`src/rtl/mips_regfile_bist.sv`:
```
// Built-in self-test initiator for the mips_registers register file.
// Latency: start sampled at E0, 96 busy cycles (WRITE 32 / READ 16 per pass, two passes), done at E96.
// Backpressure: none; the register file is assumed always ready, start is ignored while busy.
//
// Ports:
//   clk, reset          rising-edge clock, asynchronous active-high reset
//   start               begin a test (accepted only in IDLE or DONE)
//   read_data_1/2       register file read port data (combinational from read_reg_*)
//   write_data/_reg     register file write port, signal_reg_write is its enable
//   read_reg_1/2        read addresses, even/odd pair during READ
//   busy, done          test running / test finished (held until next start)
//   fail, fail_reg      sticky mismatch flag and first failing register
//   fail_count          total mismatching reads, 0..64
module mips_regfile_bist #(
   parameter logic [31:0] SEED      = 32'h8EFDFBF7,
   parameter logic [31:0] STRIDE    = 32'h01010101,
   parameter bit          SKIP_ZERO = 1'b1
) (
   input  logic        clk,
   input  logic        reset,
   input  logic        start,
   input  logic [31:0] read_data_1,
   input  logic [31:0] read_data_2,
   output logic [31:0] write_data,
   output logic [4:0]  write_reg,
   output logic        signal_reg_write,
   output logic [4:0]  read_reg_1,
   output logic [4:0]  read_reg_2,
   output logic        busy,
   output logic        done,
   output logic        fail,
   output logic [4:0]  fail_reg,
   output logic [6:0]  fail_count
);

   typedef enum logic [1:0] {
      ST_IDLE  = 2'd0,
      ST_WRITE = 2'd1,
      ST_READ  = 2'd2,
      ST_DONE  = 2'd3
   } state_t;

   state_t      state_q, state_d;
   logic        pass_q, pass_d;
   logic [4:0]  wcnt_q, wcnt_d;
   logic [3:0]  rcnt_q, rcnt_d;
   logic        done_q, done_d;
   logic        fail_q, fail_d;
   logic [4:0]  fail_reg_q, fail_reg_d;
   logic [6:0]  fail_count_q, fail_count_d;

   logic        mis_1;
   logic        mis_2;
   logic [4:0]  even_reg;
   logic [4:0]  odd_reg;

   // Data written to register idx in the given pass; pass 1 is the inverse.
   function automatic logic [31:0] pattern(input logic p, input logic [4:0] idx);
      logic [31:0] d;
      d = SEED + ({27'd0, idx} * STRIDE);
      return p ? ~d : d;
   endfunction

   // Value the register file should return; $0 reads as zero when it is hardwired.
   function automatic logic [31:0] expected(input logic p, input logic [4:0] idx);
      if (SKIP_ZERO && (idx == 5'd0)) begin
         return 32'h0;
      end
      return pattern(p, idx);
   endfunction

   assign even_reg = {rcnt_q, 1'b0};
   assign odd_reg  = {rcnt_q, 1'b1};

   always_comb begin
      state_d          = state_q;
      pass_d           = pass_q;
      wcnt_d           = wcnt_q;
      rcnt_d           = rcnt_q;
      done_d           = done_q;
      fail_d           = fail_q;
      fail_reg_d       = fail_reg_q;
      fail_count_d     = fail_count_q;
      mis_1            = 1'b0;
      mis_2            = 1'b0;
      write_data       = 32'h0;
      write_reg        = 5'd0;
      signal_reg_write = 1'b0;
      read_reg_1       = 5'd0;
      read_reg_2       = 5'd0;

      case (state_q)
         ST_IDLE, ST_DONE: begin
            if (start) begin
               state_d      = ST_WRITE;
               pass_d       = 1'b0;
               wcnt_d       = 5'd0;
               rcnt_d       = 4'd0;
               done_d       = 1'b0;
               fail_d       = 1'b0;
               fail_reg_d   = 5'd0;
               fail_count_d = 7'd0;
            end
         end

         ST_WRITE: begin
            signal_reg_write = 1'b1;
            write_reg        = wcnt_q;
            write_data       = pattern(pass_q, wcnt_q);
            wcnt_d           = wcnt_q + 5'd1;
            if (wcnt_q == 5'd31) begin
               state_d = ST_READ;
               rcnt_d  = 4'd0;
            end
         end

         ST_READ: begin
            read_reg_1   = even_reg;
            read_reg_2   = odd_reg;
            mis_1        = (read_data_1 != expected(pass_q, even_reg));
            mis_2        = (read_data_2 != expected(pass_q, odd_reg));
            fail_count_d = fail_count_q + {6'd0, mis_1} + {6'd0, mis_2};
            fail_d       = fail_q | mis_1 | mis_2;
            // Only the first failure is recorded; port 1 wins a same-cycle tie.
            if (!fail_q && (mis_1 || mis_2)) begin
               fail_reg_d = mis_1 ? even_reg : odd_reg;
            end
            rcnt_d = rcnt_q + 4'd1;
            if (rcnt_q == 4'd15) begin
               if (!pass_q) begin
                  state_d = ST_WRITE;
                  pass_d  = 1'b1;
                  wcnt_d  = 5'd0;
               end else begin
                  state_d = ST_DONE;
                  done_d  = 1'b1;
               end
            end
         end

         default: begin
            state_d = ST_IDLE;
         end
      endcase
   end

   always_ff @(posedge clk or posedge reset) begin
      if (reset) begin
         state_q      <= ST_IDLE;
         pass_q       <= 1'b0;
         wcnt_q       <= 5'd0;
         rcnt_q       <= 4'd0;
         done_q       <= 1'b0;
         fail_q       <= 1'b0;
         fail_reg_q   <= 5'd0;
         fail_count_q <= 7'd0;
      end else begin
         state_q      <= state_d;
         pass_q       <= pass_d;
         wcnt_q       <= wcnt_d;
         rcnt_q       <= rcnt_d;
         done_q       <= done_d;
         fail_q       <= fail_d;
         fail_reg_q   <= fail_reg_d;
         fail_count_q <= fail_count_d;
      end
   end

   assign busy       = (state_q == ST_WRITE) || (state_q == ST_READ);
   assign done       = done_q;
   assign fail       = fail_q;
   assign fail_reg   = fail_reg_q;
   assign fail_count = fail_count_q;

endmodule

```
`config.mk`:
```
export PLATFORM = sky130hd
export DESIGN_NAME = mips_regfile_bist
export DESIGN_NICKNAME = d
export VERILOG_FILES = /design/src/rtl/mips_regfile_bist.sv
export SDC_FILE = /design/constraint.sdc
export NUM_CORES = 1
export LEC_CHECK = 0
export CORE_MARGIN = 1.5
export CORE_UTILIZATION = 40
export CTS_CLUSTER_DIAMETER = 200
export DETAILED_ROUTE_END_ITERATION = 12
export PLACE_DENSITY = 0.66
export SYNTH_ARGS = -nofsm -noshare
export SYNTH_HDL_FRONTEND = slang
export SYNTH_SLANG_ARGS = --single-unit
```
`constraint.sdc`:
```
create_clock -name clk -period 4.6 [get_ports clk]
set_clock_uncertainty 0.05 [all_clocks]
set_input_delay 0.46 -clock clk [delete_from_list [all_inputs] [get_ports clk]]
set_output_delay 0.46 -clock clk [all_outputs]
set_load 0.05 [all_outputs]
```
# Yosys cells after proc, flatten, opt, wreduce, memory -nomap -nowiden
# Index checks and enable logic that the tools add are counted.
[word_totals] out_inout_bits=63 register_bits=26 elab_cells=94 input_bits=67
[op_classes] n_mux=42 multipliers=3 bitwise_logic=5 addsub=7 n_eq_ne=13 reduce_logical=16
[ops] operator="two-way mux 32 bit" count=10
[ops] operator="adder 32 x 30 -> 32 bit, first input constant" count=3
[ops] operator="inverter 32 bit" count=3
[ops] operator="!= test 32 bit" count=2
[ops] operator="multiplier 5 x 25 -> 30 bit, second input constant" count=2
[ops] operator="two-way mux 5 bit" count=7
[ops] operator="multiplier 4 x 25 -> 29 bit, second input constant" count=1
[ops] operator="one-hot mux 5 bit (3 select lines)" count=1
[ops] operator="adder 7 x 1 -> 7 bit" count=2
[ops] operator="one-hot mux 7 bit (2 select lines)" count=1
[ops] operator="!= test 2 bit, second input constant" count=6
[ops] operator="one-hot mux 4 bit (3 select lines)" count=1
[ops] operator="AND reduction 3 bit" count=4
[ops] operator="logical NOT 5 bit" count=2
[ops] operator="two-way mux 1 bit" count=10
[ops] operator="one-hot mux 5 bit (2 select lines)" count=1
[ops] operator="two-way mux 2 bit" count=4
[ops] operator="two-way mux 4 bit" count=2
[ops] operator="two-way mux 7 bit" count=1
[ops] operator="one-hot mux 1 bit (2 select lines)" count=3
[ops] operator="one-hot mux 2 bit (3 select lines)" count=1
[ops] operator="adder 5 x 1 -> 5 bit, second input constant" count=1
[ops] operator="== test 5 bit, second input constant" count=1
[ops] operator="adder 4 x 1 -> 4 bit, second input constant" count=1
[ops] operator="12 further kinds" count=16

# Longest topological paths before layout
[depth] depth_word=11 depth_mapped=21 ltp_nobuf=19

# Worst setup path after synthesis
# No wires, ideal clock.
[synth_path] kind="flip-flop to output port" from="reg wcnt_q[3]" to="out write_data[27]" arrival_ns=4.137 n_path_buf=1 required_time_ns=4.090 stages_incl_launch_ff=15 slack_ns=-0.047 path_cell_list="dfrtp_1 -> inv_1 -> ha_1 -> clkbuf_1 -> inv_1 -> ha_1 -> a21o_1 -> a211oi_1 -> o21bai_1 -> a21oi_1 -> o41ai_1 -> a31oi_1 -> o21ai_1 -> nand4_1 -> nor3b_1"
[synth_via] elab_chain_cells=5
[synth_lines] item="start, declared" line_no="45" text="logic [4:0] wcnt_q, wcnt_d;"
[synth_lines] item="start signal, assigned" line_no="160" text="wcnt_q <= wcnt_d;"
[synth_lines] item="multiplier 5 x 25 -> 30 bit *" line_no="60" text="d = SEED + ({27'd0, idx} * STRIDE);"
[synth_lines] item="adder 32 x 30 -> 32 bit *" line_no="60"
[synth_lines] item="inverter 32 bit" line_no="61" text="return p ? ~d : d;"
[synth_lines] item="two-way mux 32 bit *" line_no="61"
[synth_lines] item="two-way mux 32 bit *" line_no="92" text="case (state_q)"
[synth_lines] item="end, declared" line_no="24" text="output logic [31:0] write_data,"
# Mark *: on every way between the ends. The rest lies on a longest branch, timed or not.

# Worst setup path in the final report
[layout_path] from="reg wcnt_q[3]" to="out write_data[24]"
# Same word-level chain as after synthesis.

==> results.md <==
- Buf/Inv on CP: 3
- Hold Crit Class: reg2reg
- Fraction of layout cells with a size suffix above 1: 11.18%
- Crit-path cells: inv_1 -> ha_1 -> buf_4 -> fa_1 -> nand2b_1 -> a21oi_1 -> o21ai_0 -> a21o_1 -> a21oi_1 -> o21a_1 -> a21oi_1 -> o21ai_0 -> mux2_2 -> buf_4
- Total Routed Length: 18510 µm
- Psw: 0.002267 W
- Final Hold Viols: 0
- HPWL Detailed: 14640 µm
- Global route total overflow: 0
- Internal power: 0.001671 W
- Sw Ratio: 57.58%
- # diodes: 0
- Slew Limit Fails: 0
- Slew headroom: 32.95%
- DP Worst Slack: 0.3226 ns
- Synth Flop Type: dfrtp_1
- Register area share after synthesis: 11.43%
- Finished Cell Area: 7281 µm²
- CP most frequent cell: a21oi_1
- Cell Pwr Density: 540.9 nW/µm²
- Min cycle time layout: 4.415 ns
- Max cap viols: 0
- Flops & latches, synth: 26
- Rows: 43
- Tcrit/Tclk final: 95.98%
- Status: complete, no violations
- Slew @ Worst Pin: 1.005 ns
- P_leak: 3.036 nW
- Number of flops mapped to enable cells by yosys: 0
- Clock transition at path regs: 0.07 ns
- I/O Buffers: 128
- Syn Nets: 860
- I/O pin count: 130
- Die height: 122.3 µm
- Clock sink total: 26
- Worst vdd ir: 629.4 µV
- DR iter-0 viols: 480
- Setup Total Neg Slack: 0 ns
- Post-synth ARST share: 100.0%
- CP required: 4.09 ns
- Via Count: 5848
- RSZ-0062 raised after global routing: no
- Yosys cell types: 100
- Die area: 14960 µm²
- Crit-path slowest cell: fa_1
- First-pass GRT wire length: 29800 µm
- Leading cell type in the layout, fill and taps excluded: clkdlybuf4s50_1
- DR DRC count: 0
- Max Fclk: 226.5 MHz
- # setup viols final: 0
- Syn Inst Count: 734
- Final RePlAce weighted congestion: 0.9574
- CORE AREA: 13880 µm²
- Drt via density: 5.678
- Antenna violations before repair: 0
- Mean Syn Cell Area: 7.758 µm²
- Logic pwr share: 85.3%
- Crit-path max cell delay: 0.48 ns
- Hold buffer count at CTS: 0
- Reg power frac: 8.2%
- Post-DP Area: 7148 µm²
- Most frequent cells in the layout: 114 x clkdlybuf4s50_1, 75 x nor2_1, 62 x nand2_1, 61 x xnor2_1, 57 x ha_1
- CTS Buffer Depth: 2
- Clock power frac: 6.4%
- Largest net degree at the start of global routing: 38
- Worst-skew pair later-pin latency: 0.26 ns
- Endpoint class of the critical path: output port
- Routed Antenna Nets: 0
- Area growth syn-to-layout: 27.86%
- Max reg flops: 7
- WP data arrival: 3.91 ns
- Cts bufs inserted: 3
- Die Wd: 122.3 µm
- Startpoint types: flip-flop
- Final setup slack of the worst path: 0.1848 ns
- Mapped cell area: 5694 µm²
- Ys Warns: 0
- Post-CTS Setup Repair Bufs: 0
- Htree depth: 1
- DR WL/cell: 17.97 µm
- Clock root buffer master: clkbuf_16
- Vias in the first global route: 6012
- CTS tree: done
- Drt pass-1 iters: 6
- Largest delay share family, worst path: compound AO/OA/AOI/OAI gates
- GRT Total Usage: 24.60%
- Final net count: 977
- Starting density of the core: 41.02%
- Critical path class: reg2out
- Worst-path fanout max: 8
[synth_stat cells (6+ instances only)]
cell type  instances  area share (%)
a211oi_1          10             1.3
a21oi_1           36             3.2
a31oi_1            7            0.77
and3_1             6            0.66
buf_2             14             1.2
buf_4             12             1.6
clkbuf_1          12            0.79
dfrtp_1           26              11
ha_1              57              13
inv_1             37             2.4
mux2i_1            9             1.6
nand2_1           62             4.1
nand2b_1          10             1.1
nand3_1           18             1.6
nand3b_1           6            0.79
nand4_1            6            0.66
nor2_1            75             4.9
nor2b_1           13             1.4
nor3_1            18             1.6
nor3b_1            7            0.92
o211ai_1           8             1.1
o21a_1             6            0.79
o21ai_0           27             2.4
o21ai_1            6            0.53
or3_1             14             1.5
xnor2_1           61             9.4
xor2_1            34             5.2
[final timing paths]
check	from	to	slack (ns)	cells past startpoint
max	wcnt_q[3]$_DFFE_PP0P_	write_data[24]	0.18	14
min	fail_reg[3]$_DFFE_PP0P_	fail_reg[3]$_DFFE_PP0P_	0.45	1
max reg2reg	rcnt_q[0]$_DFFE_PP0P_	fail_count[6]$_DFFE_PP0P_	0.31	15
min reg2reg	fail_reg[3]$_DFFE_PP0P_	fail_reg[3]$_DFFE_PP0P_	0.45	1
max in group asynchronous	reset	pass_q$_DFFE_PP0P_	3.13	2
min in group asynchronous	reset	fail_reg[1]$_DFFE_PP0P_	0.69	2
[logic make-up (layout without fill, tap and decap cells)]
family	Yosys count	count (layout)	share of synthesized area [%]
AND/OR/NAND/NOR	268	268	24.08
flip-flops	26	26	11.43
AO/OA/AOI/OAI	175	175	22.55
other	1	1	0.06586
multiplexers	12	12	2.263
buffers and inverters	86	202	7.801
XOR/XNOR	107	107	18.59
adder cells (fa/ha/maj)	59	59	13.23
[metrics by stage]
| step | hold slack, ns | util, % | cells | total power [W] |
|---|---|---|---|---|
| floorplan | 0.4500 | - | 734 | 0.002724 |
| global placement | 0.4357 | 51.50 | 1026 | 0.003643 |
| detailed placement | 0.4404 | 51.50 | 1026 | 0.003652 |
| CTS | 0.4545 | 52.25 | 1030 | 0.003931 |
| global route | 0.4619 | 52.45 | 1030 | 0.004197 |
| finish | 0.4493 | 52.45 | 1030 | 0.003938 |
[final cells by class]
| type | instances | area (µm²) |
|---|---|---|
| Clock inverter | 1 | 30.03 |
| Fill cell | 1322 | 6600 |
| Clock buffer | 3 | 75.07 |
| Sequential cell | 26 | 653.1 |
| Multi-Input combinational cell | 622 | 4623 |
| Timing Repair Buffer | 158 | 1524 |
| Inverter | 40 | 150.1 |
| Tap cell | 180 | 225.2 |
[timing repair]
action                                  CTS  global route
endpoints found under the setup margin    1             7
gates resized for setup                   1             7
pin swaps                                 0             0
[routing by layer]
metal / share of wire, % / global-route usage [%] / vias to the layer above
met5: 0 / 0 / -
met3: 5.2 / 2.091 / 46
li1: - / - / 2814
met2: 49 / 44.45 / 234
met4: 3.7 / 9.666 / 0
met1: 42 / 30.09 / 2754
[power groups by stage]
stage                     clock, W  combinational, W  sequential [W]
final                     0.000253           0.00336        0.000325
after global routing      0.000265           0.00360        0.000330
after CTS                 0.000255           0.00335        0.000323
after detailed placement         0           0.00333        0.000326
after global placement           0           0.00332        0.000323
after floorplan                  0           0.00238        0.000349
Note: power is estimated with default switching activity, not from simulation.
